===== src/rtl/vga_scan_timer.sv =====
// vga_scan_timer: pixel-rate divider, x/y scan counters, sync generation
// and registered RGB output stage for a VGA connector.
`timescale 1ns/1ps
module vga_scan_timer #(
   parameter int unsigned H_ACTIVE = 640,
   parameter int unsigned H_FP     = 16,
   parameter int unsigned H_SYNC   = 96,
   parameter int unsigned H_BP     = 48,
   parameter int unsigned V_ACTIVE = 480,
   parameter int unsigned V_FP     = 10,
   parameter int unsigned V_SYNC   = 2,
   parameter int unsigned V_BP     = 33,
   parameter int unsigned DIV      = 4,
   parameter logic [11:0] BG_COLOR = 12'h000
) (
   input  logic        clk,
   input  logic        reset,
   output logic [9:0]  x,
   output logic [9:0]  y,
   output logic        p_tick,
   output logic        video_on,
   input  logic [11:0] pixel_in,
   input  logic        display_in,
   output logic        hsync,
   output logic        vsync,
   output logic [11:0] rgb,
   output logic        frame_start
);

   localparam int unsigned H_TOTAL =
      H_ACTIVE + H_FP + H_SYNC + H_BP;
   localparam int unsigned V_TOTAL =
      V_ACTIVE + V_FP + V_SYNC + V_BP;
   localparam int unsigned DW = $clog2(DIV);

   localparam logic [DW-1:0] DIV_LAST = DW'(DIV - 1);
   localparam logic [9:0] H_LAST = 10'(H_TOTAL - 1);
   localparam logic [9:0] V_LAST = 10'(V_TOTAL - 1);
   localparam logic [9:0] H_ACT  = 10'(H_ACTIVE);
   localparam logic [9:0] V_ACT  = 10'(V_ACTIVE);
   localparam logic [9:0] H_SS   = 10'(H_ACTIVE + H_FP);
   localparam logic [9:0] H_SE   =
      10'(H_ACTIVE + H_FP + H_SYNC);
   localparam logic [9:0] V_SS   = 10'(V_ACTIVE + V_FP);
   localparam logic [9:0] V_SE   =
      10'(V_ACTIVE + V_FP + V_SYNC);

   logic [DW-1:0] r_div_cnt;
   logic [9:0]    r_x;
   logic [9:0]    r_y;
   logic [11:0]   r_rgb;
   logic          r_hsync;
   logic          r_vsync;
   logic          r_frame_start;

   logic          w_p_tick;
   logic          w_video_on;
   logic          w_x_last;
   logic          w_y_last;
   logic          w_hs_act;
   logic          w_vs_act;
   logic [11:0]   w_pix;

   assign w_p_tick   = (r_div_cnt == DIV_LAST);
   assign w_video_on = (r_x < H_ACT) && (r_y < V_ACT);
   assign w_x_last   = (r_x == H_LAST);
   assign w_y_last   = (r_y == V_LAST);
   assign w_hs_act   = (r_x >= H_SS) && (r_x < H_SE);
   assign w_vs_act   = (r_y >= V_SS) && (r_y < V_SE);

   // Colour for the pixel at the current x/y, blanked outside active area
   always_comb begin
      w_pix = BG_COLOR;
      if (!w_video_on)
         w_pix = 12'h000;
      else if (display_in)
         w_pix = pixel_in;
   end

   // Clock divider producing one pixel tick every DIV clocks
   always_ff @(posedge clk) begin
      if (!reset)
         r_div_cnt <= '0;
      else if (w_p_tick)
         r_div_cnt <= '0;
      else
         r_div_cnt <= r_div_cnt + DW'(1);
   end

   // Scan counters advance on pixel ticks, wrapping line then frame
   always_ff @(posedge clk) begin
      if (!reset) begin
         r_x <= '0;
         r_y <= '0;
      end else if (w_p_tick) begin
         if (w_x_last) begin
            r_x <= '0;
            r_y <= w_y_last ? '0 : r_y + 10'd1;
         end else begin
            r_x <= r_x + 10'd1;
         end
      end
   end

   // Output stage: one pixel of latency for colour and both syncs
   always_ff @(posedge clk) begin
      if (!reset) begin
         r_rgb   <= 12'h000;
         r_hsync <= 1'b1;
         r_vsync <= 1'b1;
      end else if (w_p_tick) begin
         r_rgb   <= w_pix;
         r_hsync <= !w_hs_act;
         r_vsync <= !w_vs_act;
      end
   end

   // Single-clock pulse when the scan wraps back to the frame origin
   always_ff @(posedge clk) begin
      if (!reset)
         r_frame_start <= 1'b0;
      else
         r_frame_start <= w_p_tick && w_x_last && w_y_last;
   end

   assign x           = r_x;
   assign y           = r_y;
   assign p_tick      = w_p_tick;
   assign video_on    = w_video_on;
   assign hsync       = r_hsync;
   assign vsync       = r_vsync;
   assign rgb         = r_rgb;
   assign frame_start = r_frame_start;

endmodule


===== config.mk =====
export PLATFORM = sky130hd
export DESIGN_NAME = vga_scan_timer
export DESIGN_NICKNAME = d
export VERILOG_FILES = /design/src/rtl/vga_scan_timer.sv
export SDC_FILE = /design/constraint.sdc
export NUM_CORES = 1
export LEC_CHECK = 0
export BUFFER_PORTS_ARGS = -buffer_cell sky130_fd_sc_hd__buf_2
export CAP_MARGIN = 20
export CORE_ASPECT_RATIO = 1.1
export CORE_MARGIN = 8
export CORE_UTILIZATION = 49
export CTS_CLUSTER_SIZE = 40
export DETAILED_ROUTE_END_ITERATION = 7
export GPL_ROUTABILITY_DRIVEN = 0
export PLACE_DENSITY_LB_ADDON = 0.05
export REMOVE_ABC_BUFFERS = 1
export SKIP_LAST_GASP = 1
export SLEW_MARGIN = 20
export SYNTH_ARGS = -nofsm -noshare
export SYNTH_HDL_FRONTEND = slang
export SYNTH_SLANG_ARGS = --single-unit

===== constraint.sdc =====
create_clock -name clk -period 3 [get_ports clk]
set_clock_uncertainty 0.2 [all_clocks]
set_input_delay 0.45 -clock clk [delete_from_list [all_inputs] [get_ports clk]]
set_output_delay 0.45 -clock clk [all_outputs]
set_load 0.05 [all_outputs]

# --- Word-level counts from Yosys, hierarchy flattened ---
# Cells that the tools add are included.
# W data, S select, Z words.
totals:
  regBits: 37
  input_bits: 15
  output_inout_bits: 37
  word_cells: 33
classes:
  n_addsub: 3
  order_cmp: 6
  eq_ne: 3
  mux: 4
  bitwise: 1
  reduce_logical: 9
op_table:
  columns: ["op", "count"]
  rows:
  - ["$mux W12", 2]
  - ["$add A10 B1 Y10 const B", 2]
  - ["$eq A10 B10 Y1 const B", 2]
  - ["$lt A10 B10 Y1 const B", 2]
  - ["$lt A10 B9 Y1 const B", 2]
  - ["$mux W10", 2]
  - ["$ge A10 B10 Y1 const B", 1]
  - ["$ge A10 B9 Y1 const B", 1]
  - ["$logic_and A1 B1 Y1", 5]
  - ["$add A2 B1 Y2 const B", 1]
  - ["$eq A2 B2 Y1 const B", 1]
  - ["$logic_not A1 Y1", 2]
  - ["$reduce_and A2 Y1", 1]
  - ["$reduce_or A2 Y1", 1]
  - ["$not A1 Y1", 1]

# --- Longest topological paths before layout ---
depth:
  word_depth: 3
  depth_mapped: 6
  mapped_depth_nobuf: 6

# --- Worst setup path after synthesis ---
# Ideal clock, no wire load.
synth_timing:
  kind: "flip-flop to flip-flop"
  startpoint: "register r_y[7], in the netlist y[7]"
  endpoint: "register r_rgb[0], in the netlist rgb[0]"
  setup_time_ns: 0.060
  arrival_ns: 2.709
  required_ns: 2.740
  setup_slack_ns: 0.030
  stages_incl_launch_ff: 6
  n_path_buf: 1
  synth_period_minus_slack_ns: 2.970
  cell_sequence: "dfxtp_1 and4_1 nor3_1 and4_1 clkbuf_1 a22o_1"
synth_between:
  elab_chain_cells: 3
synth_lines:
  columns: ["element", "line", "rtl"]
  rows:
  - ["start: declaration", "50", "logic [9:0] r_y;"]
  - ["start signal: assignment", "98", "r_y <= w_y_last ? '0 : r_y + 10'd1;"]
  - ["$lt A10 B9 Y1", "65", "assign w_video_on = (r_x < H_ACT) && (r_y < V_ACT);"]
  - ["$logic_and A1 B1 Y1", "65", null]
  - ["net video_on", "21", "output logic video_on,"]
  - ["$mux W12", "74", "if (!w_video_on)"]
  - ["end signal: assignment", "112", "r_rgb <= w_pix;"]
  - ["end: declaration", "51", "logic [11:0] r_rgb;"]
# The timed path passes the listed nets, and every way through them passes these cells.
# A chain may end at the register's enable or synchronous reset.

# --- Worst setup path in the final report ---
layout_timing:
  startpoint: "register r_x[0], in the netlist x[0]"
  endpoint: "register r_y[7], in the netlist y[7]"
layout_between:
  elab_chain_cells: 2
layout_lines:
  columns: ["element", "line", "rtl"]
  rows:
  - ["start: declaration", "49", "logic [9:0] r_x;"]
  - ["start signal: assignment", "100", "r_x <= r_x + 10'd1;"]
  - ["$eq A10 B10 Y1", "66", "assign w_x_last = (r_x == H_LAST);"]
  - ["$reduce_and A2 Y1 (no source line)", null, null]
# Every way passes these cells.

==> run summary <==
Initial core utilization - 51.7%
EDFF count, synth - 0
Core Box Area - 3050 um2
Post-Syn Area - 1580 um2
Fin crit share - 87.8%
Register area share after synthesis - 47.0%
Post-synth top cells - dfxtp_1 (37), nor2_1 (16), a22o_1 (12)
Number of global-route vias before repair - 1,413
Worst-margin pin slew - 0.864 ns
Die ar. - 5290 um2
Root Buffer - clkbuf_4
Critical path type - reg2reg
Run status - complete, no violations
Final wirelength - 3880 um
Clk Latency, worst-skew pair - 0.35 ns
Pwr Total - 929 uW
Slew headroom - 42.2%
CTS H-tree depth - 2
RSZ-0062 raised after global routing - no
Fillers - 270
Row count - 21
Synth Area per Inst - 9.38 um2
Synth top area cells - dfxtp_1 (47%), a22o_1 (6.7%), xnor2_1 (4.4%), ha_1 (4.0%), nor2_1 (3.8%)
Share of flip-flops with an asynchronous set or reset - 0%
Post-CTS sizing - 0
CTS max path bufs - 2
Final Hold Viols - 0
First-pass GRT wire length - 6290 um
Fmax - 380 MHz
Port Buffers - 51
Cell Pwr Density - 479 nW/um2
CP Launch Type - flop
Die Width - 70.1 um
Post-Synthesis Cells - 168
Critical path cell sequence - ha_1 > or3b_4 > or3_1 > o21ai_1 > a21oi_1
Reg area - 741 um2
Library cells used by synthesis - 34
CTS Buf Count - 5
1st-pass router iterations - 4
Leakage - 0.816 nW
Max-slew violations - 0
Highest-delay cell along the critical path - o21ai_1
Count leader, synth - dfxtp_1
Post-DRT Antenna Nets - 0
Total grt overflow - 0
Worst min-delay path class - in2reg
Total track usage - 14.4%
# clock sinks - 37
Hold slack - 0.101 ns
# diodes - 0
Largest net degree at the start of global routing - 15
Initial antenna violation count - 0
Final setup fails - 0
Chip height - 75.5 um
Iteration-0 DRC count of the detailed router - 107
Worst path max stage delay - 0.58 ns
Nets - 242
Tmin final - 2.63 ns
Critical Path RT - 3.00 ns
Detailed placement HPWL - 2930 um
Layout cell share with drive strength beyond 1 - 27.8%
Worst-path clk slew - 0.12 ns
Multi-input logic area - 778 um2
CTS tree - built
DR vias - 1,455
Critical path buffers and inverters - 0
Setup bufs post-CTS - 0
Max-Cap Viols - 0
Critical path endpoint category - flop
Vias per inst - 5.66
Drt drc - 0
Worst Path Arrival - 2.64 ns
Yosys warning total - 0
CP delay by family, top - simple AND/OR/NAND/NOR gates
Layout area overhead - 23.1%
Area share of the largest cell type after synthesis - 47.0%
# IOs - 52
Hold buffer count at CTS - 0
Largest area contributor in the netlist - dfxtp_1
Post-synth top flop - dfxtp_1
CP max FO - 10
Setup TNS - 0 ns
Worst VDD drop - 0.000420 V
Wirelength per Cell - 15.1 um
Synth Register Bits - 37
==> routing by layer <==
metal | GRT usage (%) | vias up | wire length (um)
met5 | 0 | - | 0
met4 | 6.25 | 0 | 59
met3 | 4.95 | 8 | 234
met2 | 23.9 | 47 | 1810
met1 | 16.8 | 675 | 1780
li1 | - | 725 | -
==> stage by stage <==
stage / cell area, um2 / cells / utilization [%] / worst slack [ns]
global placement: 1850 / 249 / 60.8 / 0.526
finish: 1940 / 257 / 63.6 / 0.365
detailed placement: 1850 / 249 / 60.8 / 0.399
global route: 1940 / 257 / 63.6 / 0.229
floorplan: 1550 / 163 / - / 0.143
CTS: 1940 / 257 / 63.6 / 0.374
==> state kept, by name, indices dropped and copies added (netlist names) <==
signal       count
rgb             12
x               10
y               10
r_div_cnt        2
frame_start      1
hsync            1
vsync            1
==> power breakdown <==
group          internal (mW)  switching (mW)  leakage [nW]
clock                  0.199           0.165        0.0455
sequential             0.499         0.00508         0.299
combinational         0.0190          0.0425         0.472
total                  0.717           0.212         0.816
==> cells by family (layout without fill, tap and decap cells) <==
family          after synthesis  after routing  synth area share (%)
compound gates               33             33                  14.5
xor+xnor                     11             11                  6.12
fa+ha+maj                     5              5                  3.97
buf+inv                      13             68                  3.57
flops                        37             37                  47.0
simple gates                 69             69                  24.9
==> cells in the final DEF, fill, tap and decap left out, drive strengths merged, types with 4 or more instances in the layout <==
cell type  count
a21oi         10
clkbuf         7
nand2          7
a22o          12
o21ai          5
buf           52
nand4          6
ha             5
nor2          16
dfxtp         37
or3            4
nand3          9
xnor2          8
inv            8
nor3           8
==> worst register-to-register path, cell delays in order, from the launching register on <==
cell and delay [ns]:
dfxtp_1 0.46, ha_1 0.23, or3b_4 0.43, or3_1 0.49, o21ai_1 0.58, a21oi_1 0.10
==> final timing paths <==
| kind | startpoint | end | slack, ns | cells past startpoint |
|---|---|---|---|---|
| max | x[0] | y[7] | 0.37 | 5 |
| min | pixel_in[6] | rgb[6] | 0.10 | 2 |
| max reg2reg | x[0] | y[7] | 0.37 | 5 |
| min reg2reg | r_div_cnt[0] | r_div_cnt[0] | 0.24 | 1 |
==> cell type report <==
class	count	area share [%]
Tap cell	34	2.19
Timing Repair Buffer	52	13.5
Inverter	8	1.55
Clock buffer	7	2.84
Clock inverter	1	1.55
Multi-Input combinational cell	118	40.1
Sequential cell	37	38.2
Note: power is estimated with default switching activity, not from simulation.
